[src/rtl/led_share_sched.sv]
// Round-robin scheduler that lends the single user LED to one requester at a time,
// showing its mode for DUR update ticks followed by a one-tick blank gap.
module led_share_sched #(
  parameter  int NUM_REQ   = 4,
  parameter  int TICK_BITS = 24,
  parameter  int BLINK_BIT = 22,
  parameter  int DUR_W     = 4,
  localparam int ID_W      = $clog2(NUM_REQ)
) (
  input  logic                     CLK,
  input  logic                     RESETN,
  input  logic [NUM_REQ-1:0]       REQ,
  input  logic [2*NUM_REQ-1:0]     MODE,
  input  logic [DUR_W*NUM_REQ-1:0] DUR,
  input  logic                     ABORT,
  output logic [NUM_REQ-1:0]       GNT,
  output logic                     BUSY,
  output logic [ID_W-1:0]          ACTIVE_ID,
  output logic                     DONE,
  output logic                     LED
);

  typedef enum logic [1:0] {S_IDLE, S_SHOW, S_GAP} state_t;

  state_t               r_state;
  state_t               w_state_nxt;
  logic [TICK_BITS-1:0] r_presc;
  logic [DUR_W-1:0]     r_cnt;
  logic [1:0]           r_mode;
  logic [ID_W-1:0]      r_ptr;
  logic [ID_W-1:0]      r_id;
  logic [NUM_REQ-1:0]   r_gnt;
  logic                 r_done;
  logic                 r_led;

  logic                 w_tick;
  logic                 w_found;
  logic [ID_W-1:0]      w_win;
  logic [ID_W-1:0]      w_idx;
  logic [1:0]           w_mode;
  logic [DUR_W-1:0]     w_dur;
  logic                 w_grant;
  logic                 w_last;
  logic                 w_led_nxt;
  logic [NUM_REQ-1:0]   w_gnt_nxt;

  assign w_tick = &r_presc;

  // Search upward from the last owner so every requester gets a turn.
  always_comb begin
    w_found = 1'b0;
    w_win   = '0;
    w_idx   = '0;
    for (int i = 1; i <= NUM_REQ; i++) begin
      w_idx = ID_W'((int'(r_ptr) + i) % NUM_REQ);
      if (!w_found && REQ[w_idx]) begin
        w_found = 1'b1;
        w_win   = w_idx;
      end
    end
  end

  assign w_mode = MODE[2*w_win +: 2];
  assign w_dur  = DUR[DUR_W*w_win +: DUR_W];

  always_ff @(posedge CLK or negedge RESETN) begin
    if (!RESETN) r_state <= S_IDLE;
    else         r_state <= w_state_nxt;
  end

  always_comb begin
    w_state_nxt = r_state;
    case (r_state)
      S_IDLE:  if (w_found) w_state_nxt = S_SHOW;
      S_SHOW: begin
        if (ABORT)                              w_state_nxt = S_IDLE;
        else if (w_tick && r_cnt == DUR_W'(1))  w_state_nxt = S_GAP;
      end
      S_GAP: begin
        if (ABORT || w_tick) w_state_nxt = S_IDLE;
      end
      default: w_state_nxt = S_IDLE;
    endcase
  end

  // ABORT on the final tick suppresses DONE and blanks the LED immediately.
  always_comb begin
    w_grant   = (r_state == S_IDLE) && w_found;
    w_last    = (r_state == S_SHOW) && w_tick && (r_cnt == DUR_W'(1)) && !ABORT;
    w_gnt_nxt = w_grant ? (NUM_REQ'(1) << w_win) : '0;
    w_led_nxt = 1'b0;
    if (r_state == S_SHOW && !ABORT) begin
      case (r_mode)
        2'd0:    w_led_nxt = 1'b0;
        2'd1:    w_led_nxt = r_presc[BLINK_BIT];
        2'd2:    w_led_nxt = 1'b1;
        default: w_led_nxt = ~r_presc[BLINK_BIT];
      endcase
    end
  end

  always_ff @(posedge CLK or negedge RESETN) begin
    if (!RESETN) begin
      r_presc <= '0;
      r_cnt   <= '0;
      r_mode  <= '0;
      r_ptr   <= ID_W'(NUM_REQ - 1);
      r_id    <= '0;
      r_gnt   <= '0;
      r_done  <= 1'b0;
      r_led   <= 1'b0;
    end else begin
      r_presc <= (w_grant || w_last) ? '0 : r_presc + 1'b1;
      r_gnt   <= w_gnt_nxt;
      r_done  <= w_last;
      r_led   <= w_led_nxt;
      if (w_grant) begin
        r_cnt  <= (w_dur == '0) ? DUR_W'(1) : w_dur;
        r_mode <= w_mode;
        r_ptr  <= w_win;
        r_id   <= w_win;
      end else if (r_state == S_SHOW && w_tick) begin
        r_cnt <= r_cnt - 1'b1;
      end
    end
  end

  assign GNT       = r_gnt;
  assign BUSY      = (r_state != S_IDLE);
  assign ACTIVE_ID = r_id;
  assign DONE      = r_done;
  assign LED       = r_led;

endmodule

[config.mk]
export PLATFORM = sky130hd
export DESIGN_NAME = led_share_sched
export DESIGN_NICKNAME = d
export VERILOG_FILES = /design/src/rtl/led_share_sched.sv
export SDC_FILE = /design/constraint.sdc
export NUM_CORES = 1
export LEC_CHECK = 0
export BUFFER_PORTS_ARGS = -buffer_cell sky130_fd_sc_hd__buf_4
export CAP_MARGIN = 20
export CORE_ASPECT_RATIO = 0.9
export CORE_MARGIN = 2
export CORE_UTILIZATION = 59
export CTS_CLUSTER_DIAMETER = 200
export DETAILED_ROUTE_END_ITERATION = 12
export PLACE_DENSITY = 0.88
export REMOVE_ABC_BUFFERS = 1
export SYNTH_ARGS = -nofsm -noshare
export SYNTH_HDL_FRONTEND = slang
export SYNTH_SLANG_ARGS = --single-unit
[constraint.sdc]
create_clock -name CLK -period 4.92 [get_ports CLK]
set_clock_uncertainty 0.1 [all_clocks]
set_input_delay 0 -clock CLK [delete_from_list [all_inputs] [get_ports CLK]]
set_output_delay 0 -clock CLK [all_outputs]
set_load 0.01 [all_outputs]
After elaboration in Yosys (flattened, before gate mapping)
Cells that the tools add are included.
- bits in registers: 42
- bits in latches: 0
- bits in writable memories: 0
- memory bits (read-only): 0
- input bits: 31
- output and inout bits: 9
- memories kept: 0
- add/subtract/negate cells: 6
- multipliers: 0
- divide/modulo/power cells: 0
- magnitude comparators: 4
- equality and inequality tests: 8
- shifts and indexed selects: 3
- multiplexer cells: 28
- bitwise logic cells: 1
- reductions and logical operators: 22
- operators with widths (kind ; count):
    $add 24x1->24 const B ; 1
    $mux 24 ; 1
    $reduce_and 24->1 ; 1
    $mux 2 ; 8
    $mux 4 ; 4
    $shiftx 16x5->4 ; 1
    $lt 2x3->1 const B ; 4
    $logic_and 1x1->1 ; 9
    $mux 1 ; 9
    $bmux 1 s2 ; 4
    $shiftx 8x4->2 ; 1
    $pmux 2 s3 ; 1
    $add 2x1->2 const B ; 2
    $add 2x2->2 const B ; 2
    $eq 2x1->1 const B ; 2
    $eq 2x2->1 const B ; 2
    $eq 4x1->1 const B ; 1
    $logic_not 1->1 ; 4
    $logic_not 2->1 ; 2
    $logic_not 4->1 ; 1
    $ne 2x2->1 const B ; 2
    $reduce_bool 2->1 ; 2
    $shl 1x2->4 const A ; 1
    $sub 4x1->4 const B ; 1
    other kinds (5) ; 6

Logic depth before layout (Yosys ltp)
Gate-level depths: netlist of the first run.
- depth after elaboration: 17
- mapped depth: 9
- mapped depth without buffers: 7

Worst setup path before layout of the first run
OpenSTA, ideal clock, no wires.
- kind: register to register
- start: reg r_presc[0]
- end: reg r_presc[20]
- arrival: 1.832 ns
- data required time: 4.701 ns
- path slack: 2.870 ns
- cell stages (with the launch flop): 10
- path buffers: 2
- clock period less this slack: 2.050 ns
- cells stage by stage: dfrtp_1 > ha_1 > nand4_1 > nor4_4 > and4_1 > and2b_1 > nand2b_1 > buf_2 > buf_4 > nor2_1
- longest elaborated chain between the ends: 6
- elaborated cells between the ends (all ways): 7
- those cells by class: add/sub (1); mux (1); reduce/logical (5)
- RTL lines (what ; RTL line ; source):
    from (decl) ; 27 ; logic [TICK_BITS-1:0] r_presc;
    from (signal assigned) ; 113 ; r_presc <= (w_grant || w_last) ? '0 : r_presc + 1'b1;
    $reduce_and 24->1 ; 47 ; assign w_tick = &r_presc;
    $logic_and 1x1->1 (3 in series) ; 89 ; w_last = (r_state == S_SHOW) && w_tick && (r_cnt == DUR_W'(1)) && !ABORT;
    net w_last ; 43 ; logic w_last;
    $logic_or 1x1->1 ; 113 ;
    $mux 24 ; 113 ;
The timed path passes the listed nets, and every way through them passes these cells.
A chain may end at the register's enable or synchronous reset.

Worst setup path in the final report of the first run
- start: reg r_presc[0]
- end: reg r_presc[3]
Same word-level chain as after synthesis.

==> results of run 1 <==
## flip-flops by register name, indices dropped and copies added (netlist names)
signal,count
r_presc,24
GNT,4
r_cnt,4
ACTIVE_ID,2
r_mode,2
r_ptr,2
r_state,2
DONE,1
LED,1
## through the flow
step / total power [uW] / setup WS, ns / util / instance area (um2)
global route: 1220 / 2.03 / 0.724 / 2640
finish: 1140 / 2.25 / 0.724 / 2640
CTS: 1140 / 2.23 / 0.724 / 2640
global placement: 847 / 2.38 / 0.687 / 2510
detailed placement: 862 / 2.27 / 0.687 / 2510
floorplan: 736 / 2.67 / - / 2160
## area by class of cell
cell class              instances  share of cell area
repair buffers                 41               0.118
well taps                      46              0.0218
multi-input cells             164               0.407
clock buffers                   7              0.0327
clock inverters                 1              0.0114
inverters                       7             0.00994
flip-flops and latches         42               0.398
## critical path, delay by kind of cell (launching register included)
family | cells | cell delay (ns)
simple gates | 6 | 1.78
flops | 1 | 0.39
fa+ha+maj | 1 | 0.24
## worst min-delay path by stage
stage                        from           end  slack [ns]  cells past startpoint
after floorplan            RESETN  ACTIVE_ID[0]       -0.40                      0
after global placement     RESETN    r_presc[7]        -0.1                      1
after detailed placement   RESETN    r_presc[7]       -0.09                      1
after CTS                 MODE[3]     r_mode[1]        0.05                      5
after global routing      MODE[3]     r_mode[1]        0.13                      5
final                     MODE[3]     r_mode[1]        0.07                      5
## synthesized netlist by cell type, types with 4 or more instances
master                    instances
sky130_fd_sc_hd__dfrtp_1         40
sky130_fd_sc_hd__xor2_1          16
sky130_fd_sc_hd__nand3_1         12
sky130_fd_sc_hd__o21ai_0          7
sky130_fd_sc_hd__nand2_1         17
sky130_fd_sc_hd__and3_1           4
sky130_fd_sc_hd__nor3_1           4
sky130_fd_sc_hd__mux2i_1         12
sky130_fd_sc_hd__nor2_1          35
sky130_fd_sc_hd__nand4_1          5
sky130_fd_sc_hd__xnor2_1         10
sky130_fd_sc_hd__inv_1            7
sky130_fd_sc_hd__a21oi_1          6
## layer usage
| layer | vias to the layer above | wire [um] | global-route usage |
|---|---|---|---|
| li1 | 829 | - | - |
| met1 | 829 | 1870 | 0.288 |
| met2 | 40 | 2170 | 0.373 |
| met3 | 12 | 139 | 0.0486 |
| met4 | 0 | 93 | 0.103 |
| met5 | - | 0 | 0 |
## power by group through the flow
stage	logic, uW	clock network, uW	registers, uW
3_3_place_gp	370	0	476
5_1_grt	435	295	486
6_report	387	275	477
4_1_cts	388	280	475
2_1_floorplan	257	0	479
3_5_place_dp	381	0	481
## cells by family (layout without fill, tap and decap cells)
logic type      Yosys count  count (layout)
simple gates            101             101
mux                      15              15
flops                    42              42
compound gates           19              19
buf+inv                  14              56
xor+xnor                 26              26
fa+ha+maj                 3               3
==> key figures, run 1 <==
Global route
  • Antenna violations before repair: 0
  • Total overflow reported by the global router: 0
  • Global router's overall resource usage: 0.226
  • Maximum number of pins on one net before global-route repair: 43
  • Wire length of the first global-routing pass: about 7 mm
  • Vias in the first global route: about 1600

Logic synthesis
  • Flip-flop and latch count after synthesis: 42
  • Portion of synthesized cell area occupied by the leading cell type: 0.455
  • Synthesized area divided by synthesized cell count: 10.0 um2
  • Library cell with the largest summed area after synthesis: sky130_fd_sc_hd__dfrtp_1
  • Combined area of all synthesized cells: 2200 um2
  • Unique cell type count in the Yosys netlist: 39
  • Synth Area in Compound Gates: 0.0597
  • Post-synth EDFFs: 0
  • Area share of and/or/nand/nor cells after synthesis: 0.239
  • Largest family of logic cells by synthesized area: simple AND/OR/NAND/NOR gates
  • Main flop type after synthesis: sky130_fd_sc_hd__dfrtp_1
  • Proportion of synthesized chip area in sequential cells: 0.479
  • Cell types occupying the most area after synthesis: sky130_fd_sc_hd__dfrtp_1 (46%), sky130_fd_sc_hd__xor2_1 (6.4%), sky130_fd_sc_hd__nor2_1 (6.0%)
  • Xor and xnor area share after synthesis: 0.104
  • Multiplexer fraction of the synthesized cell area: 0.0700
  • Synth Instances: 220
  • Post-Synth Adder-Cell Area: 0.0171
  • Warning count from the yosys run: 0
  • Share of flip-flops with an asynchronous set or reset: 1.00

Placement
  • Placer congestion estimate: about 0.74
  • DPL Wire Length: 2.83 mm
  • IO buf count: 39
  • Number of instances in the placed design: 298

Setup path
  • CP startpoint kind: flop
  • Critical Path End: r_presc[3]
  • Crit-path slowest cell: sky130_fd_sc_hd__nand2b_1
  • Slack of the worst reg-to-reg path: about 2.2 ns
  • Worst-path cell chain: ha_1 -> nand4_1 -> nor4_4 -> and4_1 -> and2b_1 -> nand2b_1 -> nor2_1
  • Required time of the critical path: 4.96 ns
  • Type of the worst setup path: reg -> reg
  • Peak per-stage delay on the critical path: 0.66 ns
  • Max FO, Critical Path: 24
  • Data arrival, critical path: 2.71 ns
  • Number of cells on the worst reg-to-reg path: 7
  • Worst reg2reg endpoint: r_presc[3]
  • Crit Reg-Reg Startpoint: r_presc[0]
  • Type of element capturing the critical path: flop
  • Start point of the critical path: r_presc[0]

Power
  • Part of the power in the clock network: 0.242
  • Switching fraction of total power: 0.333
  • Maximum vdd drop: 276 uV
  • Fraction of power consumed by combinational cells: 0.340
  • Psw: around 380 uW
  • Share of power burned in registers: 0.419
  • Leakage component of the power: 0.00127 uW
  • Pwr per Cell Area: roughly 430 nW/um2
  • Internal power: roughly 760 uW

Route
  • Post-detailed-route via-to-cell ratio: 5.55
  • Overall via count from detail_route: about 1700
  • ANT nets after route: 0
  • Final routed wire length divided by cell count: 13.9 um
  • Detailed Routing Iterations Pass 1: 4
  • Final wirelength: around 4.3 mm
  • Initial drt markers: 138
  • Drc violations: 0

Timing
  • Final critical path time including I/O delays and setup: 2.67 ns
  • Fin Setup TNS: 0 ns
  • Max-slew headroom: 0.357
  • Achievable frequency: 374 MHz
  • Worst-Margin Slew: 0.964 ns
  • Number of max-slew violations in the final report: 0
  • Post-Route Hold Slack: 0.0750 ns
  • RSZ-0062 raised after global routing: no
  • Final hold violation count: 0
  • Number of setup violations in the final report: 0
  • Post-route clock period utilization: 0.543

Finish
  • Net count reported at finish: 295
  • Footprint of the multi-input gates: 1080 um2
  • Share of final-layout standard cells stronger than drive strength 1: 0.218
  • Commonest cells after routing, fill and taps aside: sky130_fd_sc_hd__dfrtp_1 (40), sky130_fd_sc_hd__buf_4 (39), sky130_fd_sc_hd__nor2_1 (35), sky130_fd_sc_hd__nand2_1 (17), sky130_fd_sc_hd__xor2_1 (16)
  • Area delta synth->final: 20.2%
  • Most common cell after layout, fill and taps aside: sky130_fd_sc_hd__dfrtp_1
  • Fillers: 269
  • Area of all sequential standard cells: 1050 um2
  • Diodes inserted: 0
  • Post-layout instance count excluding filler cells: 308

Status
  • Status: finished clean

Die
  • Initial Utilization: 0.602
  • Row cnt: 21
  • Placeable core area: between 3000 and 4000 um2
  • Die outline area: approximately 4200 um2
  • Horizontal extent of the die: 68.4 um
  • Chip Height: 61.9 um
  • I/O pins: 40

Clock network
  • Inserted Clock Buffers: 5
  • H-Tree Level Count: 2
  • Clk sink count: 42
  • Max Buffers Root-to-Sink: 2
  • Number of gates given a new drive strength after cts: 0
  • Setup Fix Bufs, Post-CTS: 0
  • TritonCTS clock tree: done
  • Clock latency on the worst-skew pair: a little under 0.3 ns
  • Clock root buffer: sky130_fd_sc_hd__clkbuf_8
  • Total of hold buffers inserted after clock tree synthesis: 2
  • Clk pin slew, worst setup/hold paths: 0.07 ns

Worst hold path
  • Classification of the worst-slack hold path: in -> reg

Run
  • Max-cap check violation count: 0
Note: power is estimated with default switching activity, not from simulation.
==> inputs of run 2 (changes only) <==
Settings changed: CORE_UTILIZATION 59 to 55, PLACE_DENSITY 0.88 to 0.83.
Clock period 4.92 ns to 2.7 ns, I/O delays scaled along.
==> run 2 against run 1 <==
  * Sequential share of layout area increased by 0.057 points
  * Critical path type unchanged
  * Largest power group unchanged
  * Critical path depth increased by 1
  * Highest routed layer unchanged
  * First-iteration DRC count decreased by 40%
  * Via count decreased by 4.7%
==> key figures, run 2 (same netlist as run 1, synthesis figures left out) <==
Finish
  • Diodes inserted: 0
  • Fillers: 298
  • Share of final-layout standard cells stronger than drive strength 1: 0.230
  • Most common cell after layout, fill and taps aside: sky130_fd_sc_hd__buf_4
  • Area delta synth->final: 20.0%
  • Footprint of the multi-input gates: 1080 um2
  • Area of all sequential standard cells: 1050 um2
  • Reg with most FFs: r_presc
  • Max reg flops: 24
  • Commonest cells after routing, fill and taps aside: sky130_fd_sc_hd__buf_4 (42), sky130_fd_sc_hd__dfrtp_1 (40), sky130_fd_sc_hd__nor2_1 (35), sky130_fd_sc_hd__nand2_1 (17), sky130_fd_sc_hd__xor2_1 (16)
  • Net count reported at finish: 298
  • Post-route core utilization: 0.698

Route
  • Drc violations: 0
  • ANT nets after route: 0
  • Post-detailed-route via-to-cell ratio: 5.24
  • Initial drt markers: 83
  • Overall via count from detail_route: roughly 1600
  • Final routed wire length divided by cell count: 12.6 um
  • Detailed Routing Iterations Pass 1: 4
  • Final wirelength: 3.92 mm

Setup path
  • CP startpoint kind: flop
  • Worst-path cell chain: ha_1 -> nand4_1 -> nor4_4 -> and4_1 -> and2b_1 -> nand2b_1 -> buf_4 -> nor2_1
  • Type of the worst setup path: reg -> reg
  • Peak per-stage delay on the critical path: 0.40 ns
  • Required time of the critical path: 2.77 ns
  • Max FO, Critical Path: 24
  • Crit-path slowest cell: sky130_fd_sc_hd__dfrtp_1
  • Data arrival, critical path: 2.42 ns
  • Slack of the worst reg-to-reg path: 0.35 ns
  • Type of element capturing the critical path: flop

Timing
  • Post-route clock period utilization: 0.869
  • Final worst slack: between 0.3 and 0.4 ns
  • Worst-Margin Slew: 0.642 ns
  • Number of max-slew violations in the final report: 0
  • Achievable frequency: 426 MHz
  • Final hold violation count: 0
  • Final critical path time including I/O delays and setup: 2.35 ns
  • Number of setup violations in the final report: 0
  • Fin Setup TNS: 0 ns
  • Max-slew headroom: 0.572
  • RSZ-0062 raised after global routing: no

Placement
  • Placer congestion estimate: 0.718
  • DPL Wire Length: 2.84 mm
  • Worst slack at placement: 0.369 ns
  • IO buf count: 39

Clock network
  • Number of gates given a new drive strength after cts: 0
  • TritonCTS clock tree: done
  • Total of hold buffers inserted after clock tree synthesis: 2
  • Setup Fix Bufs, Post-CTS: 0
  • Max Buffers Root-to-Sink: 2
  • Clock latency on the worst-skew pair: 0.29 ns
  • Inserted Clock Buffers: 5
  • Clk pin slew, worst setup/hold paths: 0.08 ns
  • Clock root buffer: sky130_fd_sc_hd__clkbuf_8
  • Clk sink count: 42
  • H-Tree Level Count: 2

Run
  • Max-cap check violation count: 0

Global route
  • Vias in the first global route: around 1400
  • Wire length of the first global-routing pass: roughly 6.4 mm
  • Total overflow reported by the global router: 0
  • Global router's overall resource usage: 0.179
  • Antenna violations before repair: 0
  • Maximum number of pins on one net before global-route repair: 43

Worst hold path
  • Classification of the worst-slack hold path: in -> reg

Die
  • Die outline area: 4520 um2
  • I/O pins: 40
  • Chip Height: 64.0 um
  • Initial Utilization: 0.581
  • Row cnt: 21
  • Horizontal extent of the die: 70.7 um
  • Placeable core area: 3780 um2

Power
  • Maximum vdd drop: 448 uV
  • Leakage component of the power: 0.00127 uW
  • Pwr per Cell Area: 750 nW/um2

Status
  • Status: finished clean
==> run 2: cell types whose count changed in the layout (fill, tap and decap cells not counted) <==
cell                         delta
sky130_fd_sc_hd__buf_4          +3
sky130_fd_sc_hd__bufinv_16      -1
sky130_fd_sc_hd__clkbuf_1       -1
sky130_fd_sc_hd__clkbuf_8       -1
sky130_fd_sc_hd__clkinv_2       +1
sky130_fd_sc_hd__clkinv_4       +1
sky130_fd_sc_hd__clkinvlp_4     +1
==> run 2: path summary, 6_finish.rpt <==
| kind | start | to | depth (start not counted) |
|---|---|---|---|
| setup / recovery | r_presc[0] | r_presc[23] | 8 |
| hold / removal | MODE[2] | r_mode[0] | 5 |
| setup reg to reg | r_presc[0] | r_presc[23] | 8 |
| hold reg to reg | r_ptr[0] | r_ptr[0] | 2 |
| max in group asynchronous | RESETN | r_ptr[0] | 2 |
| min in group asynchronous | RESETN | r_presc[2] | 2 |
==> run 2: worst max-delay path, delay by kind of cell (launching register included) <==
kind          cells  cell delay, ns
buf+inv           1            0.27
fa+ha+maj         1            0.24
simple gates      6            1.21
flops             1            0.40
==> run 2: metrics by stage <==
step	hold WS, ns	area, um2	cells	power [uW]
after detailed placement	-0.0902	2530	301	1590
final	0.0229	2640	311	1980
after CTS	0.0295	2640	311	2000
after global placement	-0.0957	2530	301	1570
after global routing	0.0262	2640	311	2120
after floorplan	-0.396	2160	213	1340
==> run 2: final cells by class <==
| class | count | share of cell area |
|---|---|---|
| inverters | 7 | 0.00995 |
| repair buffers | 44 | 0.127 |
| well taps | 46 | 0.0218 |
| clock inverters | 3 | 0.00806 |
| flip-flops and latches | 42 | 0.399 |
| multi-input cells | 164 | 0.408 |
| clock buffers | 5 | 0.0261 |
==> run 2: per-layer routing <==
layer,part of all wire,track usage
met1,0.48,0.260
met2,0.47,0.264
met3,0.036,0.0426
met4,0.016,0.0637
met5,0,0
==> run 2: where the power goes <==
group / leakage [uW] / switching, uW / internal [uW] / total [uW]
clock network: 0.0000441 / 219 / 182 / 400
logic: 0.000675 / 383 / 332 / 716
registers: 0.000553 / 99.6 / 765 / 865
total: 0.00127 / 702 / 1280 / 1980
==> inputs of run 3 (changes only) <==
Settings changed: ABC_AREA set to 1, CORE_UTILIZATION 55 to 57, PLACE_DENSITY 0.83 to 0.84.
==> run 3 against run 2 <==
  * Via count grew 45%
  * Largest power group is now combinational cells
  * Sequential power grew 4.7%
  * Total power rose by 67%
  * Sequential cell count did not move
  * Critical endpoint is now r_cnt[0]
==> key figures, run 3 <==
Status
  • Status: finished clean

Placement
  • Number of instances in the placed design: 436
  • Placer congestion estimate: 0.849
  • Worst slack at placement: 0.346 ns
  • IO buf count: 39
  • DPL Wire Length: 4.25 mm

Timing
  • Post-route clock period utilization: 0.883
  • Final worst slack: between 0.3 and 0.4 ns
  • Final critical path time including I/O delays and setup: about 2.4 ns
  • Worst-Margin Slew: just over 0.5 ns
  • RSZ-0062 raised after global routing: no
  • Final hold violation count: 0
  • Number of max-slew violations in the final report: 0
  • Number of setup violations in the final report: 0
  • Max-slew headroom: 0.654
  • Achievable frequency: 419 MHz
  • Fin Setup TNS: 0 ns

Setup path
  • Type of the worst setup path: reg -> reg
  • Type of element capturing the critical path: flop
  • Required time of the critical path: 2.80 ns
  • Worst-path cell chain: inv_8 -> nand2_1 -> nand2_1 -> nand2_2 -> nand2_4 -> nor2_8 -> nand3_4 -> nand2_2 -> nand2_4 -> nand2_4 -> nand2_1 -> nand3_1 -> nand2_1 -> nand3_1 -> a21oi_1
  • CP startpoint kind: flop
  • Crit-path slowest cell: sky130_fd_sc_hd__dfstp_2
  • Most frequent cell on the critical path: sky130_fd_sc_hd__nand2_1
  • Data arrival, critical path: 2.49 ns
  • Peak per-stage delay on the critical path: roughly 0.71 ns
  • Max FO, Critical Path: 18

Logic synthesis
  • Warning count from the yosys run: 0
  • Synthesized area divided by synthesized cell count: 8.01 um2
  • Most frequent cells after synthesis: sky130_fd_sc_hd__nand2_1 (73), sky130_fd_sc_hd__dfrtp_1 (40), sky130_fd_sc_hd__inv_1 (34), sky130_fd_sc_hd__nor2_1 (32), sky130_fd_sc_hd__nand3_1 (30)
  • Flip-flop and latch count after synthesis: 42
  • Synth Instances: 339
  • Main flop type after synthesis: sky130_fd_sc_hd__dfrtp_1
  • Post-synth EDFFs: 0
  • Combined area of all synthesized cells: 2720 um2
  • Cell types occupying the most area after synthesis: sky130_fd_sc_hd__dfrtp_1 (37%), sky130_fd_sc_hd__nand2_1 (10%), sky130_fd_sc_hd__nand3_1 (5.5%)
  • Unique cell type count in the Yosys netlist: 40
  • Portion of synthesized cell area occupied by the leading cell type: 0.369
  • Library cell with the largest summed area after synthesis: sky130_fd_sc_hd__dfrtp_1
  • Most repeated cell in the gate-level netlist after synthesis: sky130_fd_sc_hd__nand2_1
  • Proportion of synthesized chip area in sequential cells: 0.388
  • Share of flip-flops with an asynchronous set or reset: 1.00

Die
  • Horizontal extent of the die: 76.8 um
  • Initial Utilization: 0.601
  • Chip Height: 69.5 um
  • Die outline area: between 5000 and 6000 um2
  • Row cnt: 23
  • I/O pins: 40
  • Placeable core area: 4520 um2

Run
  • Max-cap check violation count: 0

Power
  • Total chip power: approximately 3300 uW
  • Part of the power in the clock network: 0.126
  • Maximum vdd drop: 778 uV
  • Leakage component of the power: 0.00154 uW
  • Psw: between 1500 and 2000 uW
  • Fraction of power consumed by combinational cells: 0.601
  • Share of power burned in registers: 0.273
  • Pwr per Cell Area: 1020 nW/um2
  • Internal power: 1640 uW
  • Switching fraction of total power: 0.504

Route
  • Detailed Routing Iterations Pass 1: 4
  • Overall via count from detail_route: 2362
  • Final routed wire length divided by cell count: 12.9 um
  • Post-detailed-route via-to-cell ratio: 5.20
  • ANT nets after route: 0
  • Drc violations: 0
  • Initial drt markers: about 130
  • Final wirelength: 5.88 mm

Global route
  • Total overflow reported by the global router: 0
  • Antenna violations before repair: 0
  • Maximum number of pins on one net before global-route repair: 43
  • Global router's overall resource usage: 0.242
  • Vias in the first global route: approximately 2400
  • Wire length of the first global-routing pass: 10.5 mm

Clock network
  • H-Tree Level Count: 2
  • Clock root buffer: sky130_fd_sc_hd__clkbuf_8
  • Inserted Clock Buffers: 5
  • Clk sink count: 42
  • Clock latency on the worst-skew pair: 0.31 ns
  • TritonCTS clock tree: done
  • Clk pin slew, worst setup/hold paths: 0.08 ns
  • Setup Fix Bufs, Post-CTS: 0
  • Max Buffers Root-to-Sink: 2

Finish
  • Post-layout instance count excluding filler cells: 454
  • Fillers: 360
  • Post-route core utilization: 0.718
  • Reg with most FFs: r_presc
  • Most common cell after layout, fill and taps aside: sky130_fd_sc_hd__nand2_1
  • Diodes inserted: 0
  • Area delta synth->final: 19.4%
  • Max reg flops: 24
  • Net count reported at finish: 425
  • Share of final-layout standard cells stronger than drive strength 1: 0.304
  • Commonest cells after routing, fill and taps aside: sky130_fd_sc_hd__nand2_1 (73), sky130_fd_sc_hd__dfrtp_1 (40), sky130_fd_sc_hd__buf_4 (39), sky130_fd_sc_hd__inv_1 (34), sky130_fd_sc_hd__nor2_1 (32)

Worst hold path
  • Classification of the worst-slack hold path: in -> reg
## run 3: final timing paths
check / depth (start not counted) / slack (ns) / start / end
hold reg to reg: 1 / 0.37 / r_cnt[3] / DONE
max in group asynchronous: 2 / 2.01 / RESETN / r_ptr[0]
setup / recovery: 15 / 0.32 / r_ptr[0] / r_cnt[0]
hold / removal: 5 / 0.01 / DUR[15] / r_cnt[3]
setup reg to reg: 15 / 0.32 / r_ptr[0] / r_cnt[0]
min in group asynchronous: 2 / 0.11 / RESETN / r_presc[2]
## run 3: cell families after synthesis
kind of cell,share of synthesized area
xor gates and xnor gates,0.0290
DFF,0.388
buffers and inverters,0.0806
and+or+nand+nor,0.424
AOI/OAI and AO/OA,0.0645
adders and majority gates,0.0138
## run 3: cell type report
type	instances	area, um2	area share
Multi-Input combinational cell	250	1440	0.445
Timing Repair Buffer	50	413	0.127
Clock inverter	3	21.3	0.00656
Inverter	42	166	0.0513
Clock buffer	5	68.8	0.0212
Sequential cell	42	1050	0.325
Tap cell	62	77.6	0.0239
## run 3: power by group through the flow
stage                     combinational [uW]  sequential (uW)  clock, uW
after global routing                    2230              921        456
after global placement                  1900              910          0
after CTS                               1970              903        428
final                                   1990              906        417
after floorplan                         1460              904          0
after detailed placement                1950              914          0
## run 3: per-layer routing
metal,global-route usage,vias up,share of wire
li1,-,1192,-
met2,0.396,36,0.50
met4,0.0727,0,0.0043
met5,0,-,0
met3,0.0560,4,0.038
met1,0.322,1130,0.46
## run 3: per-stage QoR
step,hold WS (ns),instance area [um2]
after floorplan,-0.396,2660
after global placement,-0.0894,3050
after detailed placement,-0.0849,3050
after CTS,0.0101,3240
after global routing,0.0524,3240
final,0.0137,3240
## run 3: worst max-delay path: cells and delay by family (launching register included)
| family | cells | cell delay, ns |
|---|---|---|
| buf+inv | 1 | 0.08 |
| flops | 1 | 0.71 |
| compound gates | 1 | 0.07 |
| simple gates | 13 | 1.31 |
## run 3: what timing repair did
action,CTS,global route
gates resized for setup,0,0
hold buffers,10,0
endpoints found under the hold margin,48,0
